<file path="src/rtl/npu_dma_pkg.sv">
// Shared definitions for the NPU scratch-SRAM DMA engines.
// Covers the engine state encoding and the scratch SRAM geometry.
package npu_dma_pkg;

  localparam int SRAM_ADDR_W = 12;
  localparam int SRAM_DATA_W = 16;
  localparam int SRAM_DEPTH  = 4096;
  localparam int CMD_LEN_W   = 13;

  typedef enum logic [1:0] {
    IDLE  = 2'd0,
    RUN   = 2'd1,
    DRAIN = 2'd2,
    DONE  = 2'd3
  } dma_state_t;

endpackage

</file>
<file path="src/rtl/sram_vector_streamer_if.sv">
// Command, SRAM port-2 and operand-stream signals of the vector streamer.
// The master side is the streamer; the slave side is its environment.
interface sram_vector_streamer_if
  import npu_dma_pkg::*;
#(
  parameter int ADDR_W = SRAM_ADDR_W,
  parameter int DATA_W = SRAM_DATA_W,
  parameter int LEN_W  = CMD_LEN_W
);
  logic              cmd_start;
  logic [ADDR_W-1:0] cmd_base;
  logic [LEN_W-1:0]  cmd_len;
  logic [ADDR_W-1:0] cmd_stride;
  logic              busy;
  logic              done;
  logic [ADDR_W-1:0] sram_address;
  logic              sram_chipselect;
  logic              sram_write;
  logic [DATA_W-1:0] sram_writedata;
  logic [1:0]        sram_byteenable;
  logic              sram_clken;
  logic [DATA_W-1:0] sram_readdata;
  logic [DATA_W-1:0] out_data;
  logic              out_valid;
  logic              out_ready;
  logic              out_last;

  modport master (
    input  cmd_start, cmd_base, cmd_len, cmd_stride, sram_readdata, out_ready,
    output busy, done, sram_address, sram_chipselect, sram_write,
           sram_writedata, sram_byteenable, sram_clken,
           out_data, out_valid, out_last
  );

  modport slave (
    output cmd_start, cmd_base, cmd_len, cmd_stride, sram_readdata, out_ready,
    input  busy, done, sram_address, sram_chipselect, sram_write,
           sram_writedata, sram_byteenable, sram_clken,
           out_data, out_valid, out_last
  );
endinterface

</file>
<file path="src/rtl/npu_skid_fifo2.sv">
// Two-entry valid/ready FIFO; the head entry drives the output directly,
// so out_valid is purely registered and never depends on out_ready.
module npu_skid_fifo2 #(
  parameter int W = 17
) (
  input  logic         clk,
  input  logic         reset,
  input  logic         in_valid,
  output logic         in_ready,
  input  logic [W-1:0] in_data,
  output logic         out_valid,
  input  logic         out_ready,
  output logic [W-1:0] out_data,
  output logic [1:0]   count
);
  logic       wr_ptr_reg;
  logic       rd_ptr_reg;
  logic [1:0] count_reg;
  logic       push;
  logic       pop;
  logic [W-1:0] entry_data [2];

  assign in_ready  = (count_reg != 2'd2);
  assign out_valid = (count_reg != 2'd0);
  assign push      = in_valid & in_ready;
  assign pop       = out_valid & out_ready;
  assign count     = count_reg;

  genvar gi;
  generate
    for (gi = 0; gi < 2; gi++) begin : g_entry
      localparam logic SLOT = (gi == 1);
      logic [W-1:0] entry_reg;
      always_ff @(posedge clk) begin
        if (reset) begin
          entry_reg <= '0;
        end else if (push && (wr_ptr_reg == SLOT)) begin
          entry_reg <= in_data;
        end
      end
      assign entry_data[gi] = entry_reg;
    end
  endgenerate

  assign out_data = entry_data[rd_ptr_reg];

  always_ff @(posedge clk) begin
    if (reset) begin
      wr_ptr_reg <= 1'b0;
      rd_ptr_reg <= 1'b0;
      count_reg  <= 2'd0;
    end else begin
      if (push) wr_ptr_reg <= ~wr_ptr_reg;
      if (pop)  rd_ptr_reg <= ~rd_ptr_reg;
      // Simultaneous push and pop leaves occupancy unchanged.
      case ({push, pop})
        2'b10:   count_reg <= count_reg + 2'd1;
        2'b01:   count_reg <= count_reg - 2'd1;
        default: count_reg <= count_reg;
      endcase
    end
  end
endmodule

</file>
<file path="src/rtl/sram_vector_streamer.sv">
// Read-side DMA: turns a (base, length, stride) command into a stream of
// SRAM words with a last marker, throttled so the 2-entry skid FIFO never overflows.
module sram_vector_streamer
  import npu_dma_pkg::*;
#(
  parameter int ADDR_W = SRAM_ADDR_W,
  parameter int DATA_W = SRAM_DATA_W,
  parameter int LEN_W  = CMD_LEN_W
) (
  input  logic                  clk,
  input  logic                  reset,
  sram_vector_streamer_if.master bus
);
  dma_state_t        state_reg, state_next;
  logic [ADDR_W-1:0] addr_reg;
  logic [ADDR_W-1:0] stride_reg;
  logic [LEN_W-1:0]  remain_reg;
  logic              inflight_reg;
  logic              inflight_last_reg;

  logic              fifo_in_ready;
  logic              fifo_out_valid;
  logic [DATA_W:0]   fifo_out_data;
  logic [1:0]        fifo_count;
  logic              pop;
  logic [2:0]        occupancy;
  logic              issue;
  logic              last_issue;
  logic              drained;
  logic              accept;

  assign pop    = fifo_out_valid & bus.out_ready;
  assign accept = (state_reg == IDLE) & bus.cmd_start;
  // Words held plus the read in flight, minus the word leaving this cycle.
  assign occupancy  = {1'b0, fifo_count} + {2'b00, inflight_reg} - {2'b00, pop};
  assign issue      = (state_reg == RUN) && (occupancy < 3'd2);
  assign last_issue = issue && (remain_reg == LEN_W'(1));
  assign drained    = !inflight_reg && (fifo_count == {1'b0, pop});

  always_comb begin
    state_next = state_reg;
    case (state_reg)
      IDLE: begin
        if (bus.cmd_start) begin
          state_next = (bus.cmd_len == '0) ? DONE : RUN;
        end
      end
      RUN:     if (last_issue) state_next = DRAIN;
      DRAIN:   if (drained) state_next = DONE;
      DONE:    state_next = IDLE;
      default: state_next = IDLE;
    endcase
  end

  always_ff @(posedge clk) begin
    if (reset) begin
      state_reg         <= IDLE;
      addr_reg          <= '0;
      stride_reg        <= '0;
      remain_reg        <= '0;
      inflight_reg      <= 1'b0;
      inflight_last_reg <= 1'b0;
    end else begin
      state_reg         <= state_next;
      inflight_reg      <= issue;
      inflight_last_reg <= last_issue;
      if (accept) begin
        addr_reg   <= bus.cmd_base;
        stride_reg <= bus.cmd_stride;
        remain_reg <= bus.cmd_len;
      end else if (issue) begin
        addr_reg   <= addr_reg + stride_reg;
        remain_reg <= remain_reg - LEN_W'(1);
      end
    end
  end

  npu_skid_fifo2 #(
    .W (DATA_W + 1)
  ) u_fifo (
    .clk       (clk),
    .reset     (reset),
    .in_valid  (inflight_reg & fifo_in_ready),
    .in_ready  (fifo_in_ready),
    .in_data   ({inflight_last_reg, bus.sram_readdata}),
    .out_valid (fifo_out_valid),
    .out_ready (bus.out_ready),
    .out_data  (fifo_out_data),
    .count     (fifo_count)
  );

  assign bus.busy            = (state_reg != IDLE);
  assign bus.done            = (state_reg == DONE);
  assign bus.sram_address    = addr_reg;
  assign bus.sram_chipselect = issue;
  assign bus.sram_write      = 1'b0;
  assign bus.sram_writedata  = '0;
  assign bus.sram_byteenable = 2'b11;
  assign bus.sram_clken      = 1'b1;
  assign bus.out_valid       = fifo_out_valid;
  assign bus.out_data        = fifo_out_data[DATA_W-1:0];
  assign bus.out_last        = fifo_out_data[DATA_W];
endmodule

</file>
<file path="src/flat_wrapper.sv">
// flat-port wrapper written by rule: the top's interface ports become plain ports
module sram_vector_streamer_flat import npu_dma_pkg::*;
#(
  parameter int ADDR_W = SRAM_ADDR_W,
  parameter int DATA_W = SRAM_DATA_W,
  parameter int LEN_W  = CMD_LEN_W
)
  (clk, reset, bus_cmd_start, bus_cmd_base, bus_cmd_len, bus_cmd_stride, bus_sram_readdata, bus_out_ready, bus_busy, bus_done, bus_sram_address, bus_sram_chipselect, bus_sram_write, bus_sram_writedata, bus_sram_byteenable, bus_sram_clken, bus_out_data, bus_out_valid, bus_out_last);
  sram_vector_streamer_if #(.ADDR_W(ADDR_W), .DATA_W(DATA_W), .LEN_W(LEN_W)) bus_i ();
  input  logic clk;
  input  logic reset;
  input wire logic [$bits(bus_i.cmd_start)-1:0] bus_cmd_start;
  input wire logic [$bits(bus_i.cmd_base)-1:0] bus_cmd_base;
  input wire logic [$bits(bus_i.cmd_len)-1:0] bus_cmd_len;
  input wire logic [$bits(bus_i.cmd_stride)-1:0] bus_cmd_stride;
  input wire logic [$bits(bus_i.sram_readdata)-1:0] bus_sram_readdata;
  input wire logic [$bits(bus_i.out_ready)-1:0] bus_out_ready;
  output wire logic [$bits(bus_i.busy)-1:0] bus_busy;
  output wire logic [$bits(bus_i.done)-1:0] bus_done;
  output wire logic [$bits(bus_i.sram_address)-1:0] bus_sram_address;
  output wire logic [$bits(bus_i.sram_chipselect)-1:0] bus_sram_chipselect;
  output wire logic [$bits(bus_i.sram_write)-1:0] bus_sram_write;
  output wire logic [$bits(bus_i.sram_writedata)-1:0] bus_sram_writedata;
  output wire logic [$bits(bus_i.sram_byteenable)-1:0] bus_sram_byteenable;
  output wire logic [$bits(bus_i.sram_clken)-1:0] bus_sram_clken;
  output wire logic [$bits(bus_i.out_data)-1:0] bus_out_data;
  output wire logic [$bits(bus_i.out_valid)-1:0] bus_out_valid;
  output wire logic [$bits(bus_i.out_last)-1:0] bus_out_last;
  assign bus_i.cmd_start = bus_cmd_start;
  assign bus_i.cmd_base = bus_cmd_base;
  assign bus_i.cmd_len = bus_cmd_len;
  assign bus_i.cmd_stride = bus_cmd_stride;
  assign bus_i.sram_readdata = bus_sram_readdata;
  assign bus_i.out_ready = bus_out_ready;
  assign bus_busy = bus_i.busy;
  assign bus_done = bus_i.done;
  assign bus_sram_address = bus_i.sram_address;
  assign bus_sram_chipselect = bus_i.sram_chipselect;
  assign bus_sram_write = bus_i.sram_write;
  assign bus_sram_writedata = bus_i.sram_writedata;
  assign bus_sram_byteenable = bus_i.sram_byteenable;
  assign bus_sram_clken = bus_i.sram_clken;
  assign bus_out_data = bus_i.out_data;
  assign bus_out_valid = bus_i.out_valid;
  assign bus_out_last = bus_i.out_last;
  sram_vector_streamer #(.ADDR_W(ADDR_W), .DATA_W(DATA_W), .LEN_W(LEN_W)) u_core (.clk(clk), .reset(reset), .bus(bus_i));
endmodule
</file>
<file path="config.mk">
export PLATFORM = sky130hd
export DESIGN_NAME = sram_vector_streamer_flat
export DESIGN_NICKNAME = d
export VERILOG_FILES = /design/src/rtl/npu_dma_pkg.sv /design/src/rtl/sram_vector_streamer_if.sv /design/src/rtl/npu_skid_fifo2.sv /design/src/rtl/sram_vector_streamer.sv /design/src/flat_wrapper.sv
export SDC_FILE = /design/constraint.sdc
export NUM_CORES = 1
export LEC_CHECK = 0
export BUFFER_PORTS_ARGS = -buffer_cell sky130_fd_sc_hd__buf_4
export CAP_MARGIN = 25
export CORE_MARGIN = 2
export CORE_UTILIZATION = 54
export DETAILED_ROUTE_END_ITERATION = 10
export PLACE_DENSITY = 0.85
export SLEW_MARGIN = 20
export SYNTH_ARGS = -nofsm -noshare
export SYNTH_HDL_FRONTEND = slang
export SYNTH_HIERARCHICAL = 1
export SYNTH_SLANG_ARGS = --single-unit
</file>
<file path="constraint.sdc">
create_clock -name clk -period 3.88 [get_ports clk]
set_input_delay 0.776 -clock clk [delete_from_list [all_inputs] [get_ports clk]]
set_output_delay 0.776 -clock clk [all_outputs]
set_load 0.005 [all_outputs]
</file>
==> impl_metrics.yaml <==
clock_tree:
  cts.sinks: 79
  ctsResizeCount: 0
  clock_latency_ns: 0.34
  cts_buffers: 9
  clk_path_buf_depth: 2
  post-cts-setup-buffers: 0
  htreeDepth: 3
  path_clk_slew_ns: 0.09
  holdBufCountCts: 0
  tritoncts: "yes"
  ctsRootBufferMaster: "clkbuf_8"
drt:
  antenna_left: 0
  wire_per_inst_um: 14.3
  totalWireLength_um: 9960
  drt-initial-drc-count: 181
  drc: 0
  dr.pass1.iters: 4
  vias: 3833
  routed_via_density: 5.48
sta:
  setup_tns_ns: 0
  fmax_ghz: 0.288
  hold_viol: 0
  relSlewSlack_pct: 39.2
  setup_viol: 0
  maxSlewViolCount: 0
  clock_skew_ns: 0.00926
  fin_crit_ns: 3.47
  final.period_utilization_pct: 89.5
  rsz0062_at_grt: "false"
  timing.hold.ws_ns: 0.462
  worst_pin_slew_ns: 0.913
synth:
  synthCells: 516
  syn_area_per_cell_sq_um: 8.50
  ys_ff_latch: 79
  seq_area_frac_synth_pct: 36.1
  ys_warn_count: 6
  synth_cell_types: 53
  syn_area_sq_um: 4390
global_routing:
  gr-total-overflow: 0
  grt_pass1_wl_um: 16800
  grt_start_max_net_pins: 97
  antenna_found_initial: 0
  grt.total_usage_pct: 23.5
  grt_pass1_vias: 3659
power_and_ir_drop:
  peakVddDrop_uv: 388
  p_leak_nw: 2.17
  power_frac_comb_pct: 44.5
  switching_share_pct: 39.6
  power_mw: 3.09
  seqPwrFrac_pct: 37.2
  power.switching_mw: 1.22
  pwr-share-clk_pct: 18.3
  internal_power_mw: 1.87
  power_density_nw_per_um2: 595
cells_and_area:
  area_growth_pct: 18.6
  layout_commonest_cell: "buf_4"
  antennaDiodeCount: 0
  fill_cells: 640
  nets: 671
  layout_common_cells: "buf_4, dfxtp_1, nand2_1, o21ai_0, nand2b_1"
  drive_gt1_share_pct: 22.9
  largest_register_ffs: 34
placement:
  dp_hpwl_um: 6920
  portBuffers: 89
  place_congestion: 0.897
floorplanning:
  rows: 32
  io_pins: 110
  core_sq_um: 7810
  die_w_um: 94.1
  die_y_um: 94.1
  start_util_pct: 56.2
  die-area_sq_um: 8860
run_status:
  outcome: "completed"
setup_path:
  critPathMaxStageDelay_ns: 0.39
  endpoint_kind: "output port"
  worstPathCellList: "or2_2, and2_1, ha_1, nand2b_1, fa_1, xnor2_1, nand3_1, inv_1, buf_4"
  path_class: "flop to output port"
  rr_startpoint: "u_core/u_fifo/count[1]$_SDFFE_PP0P_"
  startpoint: "u_core/u_fifo/count[1]$_SDFFE_PP0P_"
  worst_setup_path_start_kind: "flop"
  worst_path_max_delay_cell: "dfxtp_1"
  path_max_fanout: 8
  critPathRequiredTime_ns: 3.10
  critPathArrivalTime_ns: 2.70
run:
  drv_cap: 0
worst_hold_path:
  min_path_type: "flop to flop"
  min_from: "u_core/stride_reg[4]$_SDFFE_PP0P_"
## final timing paths
path / endpoint / slack [ns] / cells after the start
max reg2reg: u_core/state_reg[0]$_SDFFE_PP0P_ / 0.44 / 10
min reg2reg: u_core/stride_reg[4]$_SDFFE_PP0P_ / 0.46 / 2
max: bus_sram_chipselect / 0.41 / 9
min: u_core/stride_reg[4]$_SDFFE_PP0P_ / 0.46 / 2
## worst max-delay path: cells and delay by family, from the launching register on
kind | cells | cell delay [ns]
AND/OR/NAND/NOR | 4 | 0.82
adder cells (fa/ha/maj) | 2 | 0.65
flip-flops | 1 | 0.39
XOR/XNOR | 1 | 0.22
buffers and inverters | 2 | 0.25
## metrics by stage
step / instances / setup WS [ns] / util, % / area, sq um
6_report: 699 / 0.407 / 66.6 / 5200
4_1_cts: 699 / 0.350 / 66.6 / 5200
3_5_place_dp: 683 / 0.306 / 64.2 / 5020
5_1_grt: 699 / 0.195 / 66.6 / 5200
2_1_floorplan: 534 / 0.537 / - / 4450
3_3_place_gp: 683 / 0.484 / 64.2 / 5020
## synth_stat cells (all sizes together)
| master | n | area (sq um) |
|---|---|---|
| nand2 | 48 | 180 |
| a21o | 2 | 15.0 |
| dfxtp | 79 | 1580 |
| nor2b | 18 | 115 |
| a41oi | 1 | 8.76 |
| mux2i | 17 | 170 |
| a21oi | 32 | 160 |
| and2 | 3 | 18.8 |
| nand2b | 37 | 231 |
| a211oi | 14 | 105 |
| nor2 | 31 | 116 |
| o41ai | 1 | 8.76 |
| xor2 | 6 | 52.6 |
| nor3 | 12 | 60.1 |
| o31a | 1 | 8.76 |
| a2111oi | 1 | 8.76 |
| ha | 20 | 250 |
| o22ai | 3 | 18.8 |
| or3 | 5 | 32.5 |
| nand3b | 2 | 18.8 |
| a221o | 1 | 10.0 |
| o211ai | 5 | 37.5 |
| o21ai | 44 | 220 |
| clkbuf | 21 | 78.8 |
| nand3 | 4 | 20.0 |
| o21bai | 2 | 15.0 |
| mux2 | 17 | 191 |
| o31ai | 1 | 7.51 |
| fa | 2 | 40.0 |
| nor4 | 5 | 31.3 |
| conb | 2 | 7.51 |
| o21a | 2 | 15.0 |
| a311oi | 4 | 35.0 |
| and3 | 3 | 23.8 |
| or4 | 2 | 18.8 |
| or2 | 2 | 12.5 |
| xnor2 | 18 | 158 |
| or3b | 1 | 8.76 |
| buf | 28 | 206 |
| nand4 | 3 | 18.8 |
| a31oi | 2 | 12.5 |
| inv | 14 | 55.1 |
## logic make-up after synthesis
kind of cell             count (synthesis)  synth area share [%]
AO/OA/AOI/OAI                          116                  15.7
XOR/XNOR                                24                  4.79
adder cells (fa/ha/maj)                 22                  6.62
buffers and inverters                   63                  7.76
flip-flops                              79                  36.1
multiplexers                            34                  8.25
other                                    2                 0.171
AND/OR/NAND/NOR                        176                  20.7
## power groups by stage
stage                     logic (mW)  clock network, mW  registers (mW)
after floorplan                0.965                  0            1.11
after CTS                       1.37              0.579            1.15
after global placement          1.32                  0            1.16
after detailed placement        1.35                  0            1.17
final                           1.38              0.566            1.15
after global routing            1.53              0.614            1.18
## area by class of cell
class / count / area (sq um) / share of cell area, %
well taps: 102 / 128 / 2.45
flip-flops and latches: 79 / 1580 / 30.4
clock inverters: 7 / 60.1 / 1.15
repair buffers: 96 / 721 / 13.9
multi-input cells: 392 / 2530 / 48.7
inverters: 14 / 55.1 / 1.06
clock buffers: 9 / 124 / 2.38
## routing by layer
layer	track usage, %	part of all wire [%]	vias to the layer above
met2	40.2	49	113
met4	8.94	1.3	0
met3	4.01	5.8	10
met1	29.6	44	1819
met5	0	0	-
li1	-	-	1891
Note: power is estimated with default switching activity, not from simulation.
